### src/rtl/muldiv_pkg.sv
// rtl/muldiv_pkg.sv - shared op codes, FSM state encoding and iteration count
package muldiv_pkg;

  localparam int ITER = 32;

  localparam logic [2:0] OP_MULT  = 3'd0;
  localparam logic [2:0] OP_MULTU = 3'd1;
  localparam logic [2:0] OP_DIV   = 3'd2;
  localparam logic [2:0] OP_DIVU  = 3'd3;
  localparam logic [2:0] OP_MTHI  = 3'd4;
  localparam logic [2:0] OP_MTLO  = 3'd5;

  typedef enum logic [1:0] {
    ST_IDLE  = 2'd0,
    ST_RUN   = 2'd1,
    ST_FIXUP = 2'd2
  } state_t;

  typedef enum logic {
    MODE_MUL = 1'b0,
    MODE_DIV = 1'b1
  } mode_t;

  // Multiply and divide ops occupy codes 0-3 and run through the iterative datapath.
  function automatic logic is_iter_op(input logic [2:0] op);
    return (op == OP_MULT) || (op == OP_MULTU) || (op == OP_DIV) || (op == OP_DIVU);
  endfunction

  function automatic logic is_div_op(input logic [2:0] op);
    return (op == OP_DIV) || (op == OP_DIVU);
  endfunction

  function automatic logic is_signed_op(input logic [2:0] op);
    return (op == OP_MULT) || (op == OP_DIV);
  endfunction

endpackage

### src/rtl/muldiv_step.sv
// rtl/muldiv_step.sv - one radix-2 multiply (shift-add) or divide (restoring) step
module muldiv_step
  import muldiv_pkg::*;
#(
  parameter int WIDTH = 32
) (
  input  logic [2*WIDTH-1:0] acc,
  input  logic [WIDTH-1:0]   operand,
  input  mode_t              mode,
  output logic [2*WIDTH-1:0] acc_next
);

  logic [WIDTH:0] mul_sum;
  logic [WIDTH:0] rem_sh;
  logic [WIDTH:0] rem_sub;
  logic           rem_ge;

  // Multiply: acc = {partial product, remaining multiplier bits}, add then shift right.
  // Divide: acc = {partial remainder, remaining dividend / quotient bits}, shift left then trial-subtract.
  always_comb begin
    mul_sum  = {1'b0, acc[2*WIDTH-1:WIDTH]} + (acc[0] ? {1'b0, operand} : '0);
    rem_sh   = acc[2*WIDTH-1:WIDTH-1];
    rem_ge   = (rem_sh >= {1'b0, operand});
    rem_sub  = rem_sh - {1'b0, operand};
    acc_next = '0;
    if (mode == MODE_MUL) begin
      acc_next = {mul_sum, acc[WIDTH-1:1]};
    end else if (rem_ge) begin
      acc_next = {rem_sub[WIDTH-1:0], acc[WIDTH-2:0], 1'b1};
    end else begin
      acc_next = {rem_sh[WIDTH-1:0], acc[WIDTH-2:0], 1'b0};
    end
  end

endmodule

### src/rtl/muldiv_seq.sv
// rtl/muldiv_seq.sv - sequential 32-step MIPS-style multiply/divide unit with HI/LO
module muldiv_seq
  import muldiv_pkg::*;
#(
  parameter int WIDTH = 32
) (
  input  logic             clk,
  input  logic             rst,
  input  logic             start,
  input  logic [2:0]       op,
  input  logic [WIDTH-1:0] a,
  input  logic [WIDTH-1:0] b,
  input  logic             flush,
  output logic             busy,
  output logic             done,
  output logic [WIDTH-1:0] hi,
  output logic [WIDTH-1:0] lo
);

  localparam int CW = $clog2(ITER);

  state_t             state;
  state_t             state_d;
  logic [CW-1:0]      cnt;
  logic [2*WIDTH-1:0] acc;
  logic [2*WIDTH-1:0] acc_step;
  logic [WIDTH-1:0]   opnd;
  mode_t              mode;
  logic               sgn;
  logic               sign_a;
  logic               sign_b;
  logic               div0;

  logic               accept;
  logic               step_en;
  logic               fix_wr;
  logic               mt_hi;
  logic               mt_lo;

  logic               op_signed;
  logic               op_div;
  logic [WIDTH-1:0]   mag_a;
  logic [WIDTH-1:0]   mag_b;
  logic [2*WIDTH-1:0] prod_fix;
  logic [WIDTH-1:0]   res_hi;
  logic [WIDTH-1:0]   res_lo;

  muldiv_step #(.WIDTH(WIDTH)) u_step (
    .acc      (acc),
    .operand  (opnd),
    .mode     (mode),
    .acc_next (acc_step)
  );

  // Operand decode: signed ops iterate on magnitudes, signs are restored in FIXUP.
  always_comb begin
    op_signed = is_signed_op(op);
    op_div    = is_div_op(op);
    mag_a     = (op_signed && a[WIDTH-1]) ? -a : a;
    mag_b     = (op_signed && b[WIDTH-1]) ? -b : b;
  end

  // Sign correction and HI/LO selection from the finished accumulator.
  always_comb begin
    prod_fix = (sgn && (sign_a ^ sign_b)) ? -acc : acc;
    res_hi   = '0;
    res_lo   = '0;
    if (mode == MODE_MUL) begin
      res_hi = prod_fix[2*WIDTH-1:WIDTH];
      res_lo = prod_fix[WIDTH-1:0];
    end else begin
      // With a zero divisor the remainder already reconstructs the original dividend.
      res_hi = (sgn && sign_a) ? -acc[2*WIDTH-1:WIDTH] : acc[2*WIDTH-1:WIDTH];
      if (div0) begin
        res_lo = '1;
      end else begin
        res_lo = (sgn && (sign_a ^ sign_b)) ? -acc[WIDTH-1:0] : acc[WIDTH-1:0];
      end
    end
  end

  // Next-state and control strobes; flush beats start, start only counts in IDLE.
  always_comb begin
    state_d = state;
    accept  = 1'b0;
    step_en = 1'b0;
    fix_wr  = 1'b0;
    mt_hi   = 1'b0;
    mt_lo   = 1'b0;
    case (state)
      ST_IDLE: begin
        if (start && !flush) begin
          if (is_iter_op(op)) begin
            accept  = 1'b1;
            state_d = ST_RUN;
          end else if (op == OP_MTHI) begin
            mt_hi = 1'b1;
          end else if (op == OP_MTLO) begin
            mt_lo = 1'b1;
          end
        end
      end
      ST_RUN: begin
        if (flush) begin
          state_d = ST_IDLE;
        end else begin
          step_en = 1'b1;
          if (cnt == CW'(ITER - 1)) begin
            state_d = ST_FIXUP;
          end
        end
      end
      ST_FIXUP: begin
        state_d = ST_IDLE;
        if (!flush) begin
          fix_wr = 1'b1;
        end
      end
      default: state_d = ST_IDLE;
    endcase
  end

  // State register plus registered busy/done flags.
  always_ff @(posedge clk) begin
    if (rst) begin
      state <= ST_IDLE;
      busy  <= 1'b0;
      done  <= 1'b0;
    end else begin
      state <= state_d;
      busy  <= (state_d != ST_IDLE);
      done  <= fix_wr;
    end
  end

  // Datapath: operand latch on accept, one step per RUN cycle, HI/LO writes.
  always_ff @(posedge clk) begin
    if (rst) begin
      cnt    <= '0;
      acc    <= '0;
      opnd   <= '0;
      mode   <= MODE_MUL;
      sgn    <= 1'b0;
      sign_a <= 1'b0;
      sign_b <= 1'b0;
      div0   <= 1'b0;
      hi     <= '0;
      lo     <= '0;
    end else begin
      if (accept) begin
        cnt    <= '0;
        acc    <= {{WIDTH{1'b0}}, (op_div ? mag_a : mag_b)};
        opnd   <= op_div ? mag_b : mag_a;
        mode   <= op_div ? MODE_DIV : MODE_MUL;
        sgn    <= op_signed;
        sign_a <= a[WIDTH-1];
        sign_b <= b[WIDTH-1];
        div0   <= op_div && (b == '0);
      end else if (step_en) begin
        acc <= acc_step;
        cnt <= cnt + 1'b1;
      end
      if (fix_wr) begin
        hi <= res_hi;
        lo <= res_lo;
      end
      if (mt_hi) begin
        hi <= a;
      end
      if (mt_lo) begin
        lo <= a;
      end
    end
  end

endmodule

### config.mk
export PLATFORM = sky130hd
export DESIGN_NAME = muldiv_seq
export DESIGN_NICKNAME = d
export VERILOG_FILES = /design/src/rtl/muldiv_pkg.sv /design/src/rtl/muldiv_step.sv /design/src/rtl/muldiv_seq.sv
export SDC_FILE = /design/constraint.sdc
export NUM_CORES = 1
export LEC_CHECK = 0
export CORE_MARGIN = 2
export CORE_UTILIZATION = 45
export CTS_CLUSTER_SIZE = 8
export DETAILED_ROUTE_END_ITERATION = 6
export GPL_TIMING_DRIVEN = 1
export PLACE_DENSITY = 0.65
export SLEW_MARGIN = 15
export SYNTH_ARGS = -nofsm -noshare
export SYNTH_HDL_FRONTEND = slang
export SYNTH_SLANG_ARGS = --single-unit
export TNS_END_PERCENT = 50
### constraint.sdc
create_clock -name clk -period 3.95 [get_ports clk]
set_input_delay 0.79 -clock clk [delete_from_list [all_inputs] [get_ports clk]]
set_output_delay 0.79 -clock clk [all_outputs]
set_load 0.005 [all_outputs]
==> results.sh <==
export IMPL_final_nets=2327
export IMPL_grt_setup_unrepaired="false"
export IMPL_hold_viol=0
export IMPL_wire_per_inst_um=24.0
export IMPL_syn2layout_area_growth_pct=19.4
export IMPL_syn_inst=2056
export IMPL_grt_pass1_wl_um=93800
export IMPL_tightest_slew_ps=1010
export IMPL_antenna_found_initial=2
export IMPL_cp_start_kind="flip-flop"
export IMPL_critPathMaxStageDelay_ps=680
export IMPL_grt_pass1_vias=15400
export IMPL_syn_avg_cell_area_um2=7.14
export IMPL_place_congestion=0.968
export IMPL_synth_top_area_cell="dfxtp_1"
export IMPL_synth_top_cells_by_count="nor2_1, a21oi_1, nand2_1, dfxtp_1, o21ai_0"
export IMPL_synth_seq_cells=174
export IMPL_via_per_inst=6.34
export IMPL_synth_nets=2199
export IMPL_clockBufferDepth=2
export IMPL_setup_tns_ps=0
export IMPL_synth_edff_count=0
export IMPL_synthFlopType="dfxtp_1"
export IMPL_rrSetupSlack_ps=140
export IMPL_cts_setup_buffers=0
export IMPL_critPathBufInv=3
export IMPL_cts_resized=0
export IMPL_async_flop_share=0
export IMPL_path_cells="inv_1, nor2_1, ha_1, a211oi_1, o21ai_0, buf_4, o31a_1, or4b_2, a21oi_1, buf_4, nor2_1, a311oi_1, xor2_1, o21ai_0"
export IMPL_dp_cells=2607
export IMPL_netlist_top_cells_area="dfxtp_1, a21oi_1, nor2_1"
export IMPL_status="completed"
export IMPL_cp_end_kind="flip-flop"
export IMPL_rows=66
export IMPL_ant_nets=0
export IMPL_cp_top_family="compound AO/OA/AOI/OAI gates"
export IMPL_relSlewSlack=0.330
export IMPL_period_minus_slack_ps=3810
export IMPL_path_class="reg -> reg"
export IMPL_syn_area_mm2=0.0147
export IMPL_clkTransAtPathRegs_ps=80
export IMPL_start_util=0.454
export IMPL_die_w_um=185
export IMPL_hold_path_class="reg -> reg"
export IMPL_arrival_ps=4160
export IMPL_first_pass_iters=6
export IMPL_seq_area_frac_synth=0.237
export IMPL_pin_count=137
export IMPL_cts_hold_buffers=0
export IMPL_leakage_nw=6.67
export IMPL_drt_first_iter_violations=2146
export IMPL_cts_buffers=17
export IMPL_dp_hpwl_um=49000
export IMPL_wl_um=63300
export IMPL_htreeDepth=4
export IMPL_via_count=16700
export IMPL_cap_viol_max_count=0
export IMPL_slowest_stage="or4b_2"
export IMPL_clk_latency_ps=470
export IMPL_power_density_mw_per_mm2=297
export IMPL_drive_above_1_share=0.0792
export IMPL_synth_most_common_cell="nor2_1"
export IMPL_path_max_fanout=9
export IMPL_cts_sinks=174
export IMPL_synth_distinct_cells=82
export IMPL_clockRootBuffer="clkbuf_16"
export IMPL_finClkSkew_ps=19.8
export IMPL_overflow=0
export IMPL_finalCritPeriodShare=0.964
export IMPL_grt_start_max_net_pins=86
export IMPL_fin_cells=2640
export IMPL_ys_warnings_count=0
export IMPL_finalSetupViolations=0
export IMPL_fin_util=0.542
export IMPL_clock_fmax_ghz=0.262
export IMPL_portBuffers=136
export IMPL_fp_coreArea_mm2=0.0324
export IMPL_drv_slew=0
export IMPL_die_area_mm2=0.0341
export IMPL_die_y_um=185
export IMPL_synthDominantCellAreaShare=0.237
export IMPL_tritoncts="done"
export IMPL_cp_required_ps=4300
export IMPL_drc=0
export IMPL_peakVddDrop_mv=0.318
export IMPL_p_total_mw=5.21
export IMPL_grt_usage=0.366
layout make-up:
| class | count | area, µm² |
|---|---|---|
| tap | 442 | 553 |
| multi-input combinational | 1672 | 10400 |
| clock buffer | 20 | 447 |
| timing repair buffer | 250 | 2250 |
| sequential | 174 | 3490 |
| fill | 3239 | 14800 |
| inverter | 69 | 259 |
| clock inverter | 12 | 121 |
| antenna | 1 | 2.50 |
per-stage QoR:
stage | hold slack (ps) | worst slack (ps) | cell area (µm²)
2_1_floorplan | 432 | 625 | 14700
3_3_place_gp | 442 | 258 | 17000
3_5_place_dp | 455 | 209 | 17000
4_1_cts | 465 | 227 | 17500
5_1_grt | 494 | 11.0 | 17500
6_report | 461 | 140 | 17500
worst register-to-register path: stages (launching register included):
cell	delay [ps]
dfxtp_1	330
inv_1	300
nor2_1	150
ha_1	320
a211oi_1	310
o21ai_0	140
buf_4	170
o31a_1	280
or4b_2	680
a21oi_1	220
buf_4	190
nor2_1	40
a311oi_1	290
xor2_1	180
o21ai_0	80
cell usage in the layout, fill, tap and decap left out, types with 17 or more instances in the layout:
master,count
a21oi_1,211
o21ai_0,163
inv_1,69
a221oi_1,48
o211ai_1,29
nand2_1,202
clkbuf_16,17
nor4_1,30
xnor2_1,88
a21o_1,25
buf_4,112
a211oi_1,26
nand3_1,31
nor3_1,60
nor2_1,252
a31oi_1,27
a22oi_1,39
ha_1,70
clkdlybuf4s50_1,135
mux2i_1,37
dfxtp_1,173
xor2_1,84
o22ai_1,29
layer usage:
layer,vias to the layer above,part of all wire,GRT usage
li1,7736,-,-
met2,939,0.42,0.549
met1,7886,0.42,0.492
met5,-,0.00044,0
met3,163,0.11,0.0826
met4,4,0.052,0.182
logic make-up after synthesis:
family,share of synthesized area
AOI/OAI and AO/OA,0.301
xor gates and xnor gates,0.103
adders and majority gates,0.0624
buffers and inverters,0.0553
DFF,0.237
muxes,0.0268
and+or+nand+nor,0.215
where the power goes:
part	leakage [nW]	switching (mW)	internal, mW
clock	0.282	0.859	0.902
combinational	4.97	0.984	0.593
sequential	1.41	0.0685	1.80
path summary, 6_finish.rpt:
check / end / depth (start not counted) / from
min reg2reg: opnd[22]$_SDFFE_PP0P_ / 2 / opnd[22]$_SDFFE_PP0P_
max: acc[60]$_SDFFE_PP0P_ / 14 / acc[0]$_SDFFE_PP0P_
max reg2reg: acc[60]$_SDFFE_PP0P_ / 14 / acc[0]$_SDFFE_PP0P_
min: opnd[22]$_SDFFE_PP0P_ / 2 / opnd[22]$_SDFFE_PP0P_
flip-flops by register name, indices dropped and copies added, names as in the netlist:
| register | flops |
|---|---|
| acc | 64 |
| sign_b | 1 |
| done | 1 |
| opnd | 32 |
| sign_a | 1 |
| mode | 1 |
| lo | 32 |
| sgn | 1 |
| cnt | 5 |
| state | 2 |
| busy | 1 |
| hi | 32 |
| div0 | 1 |
Note: power is estimated with default switching activity, not from simulation.
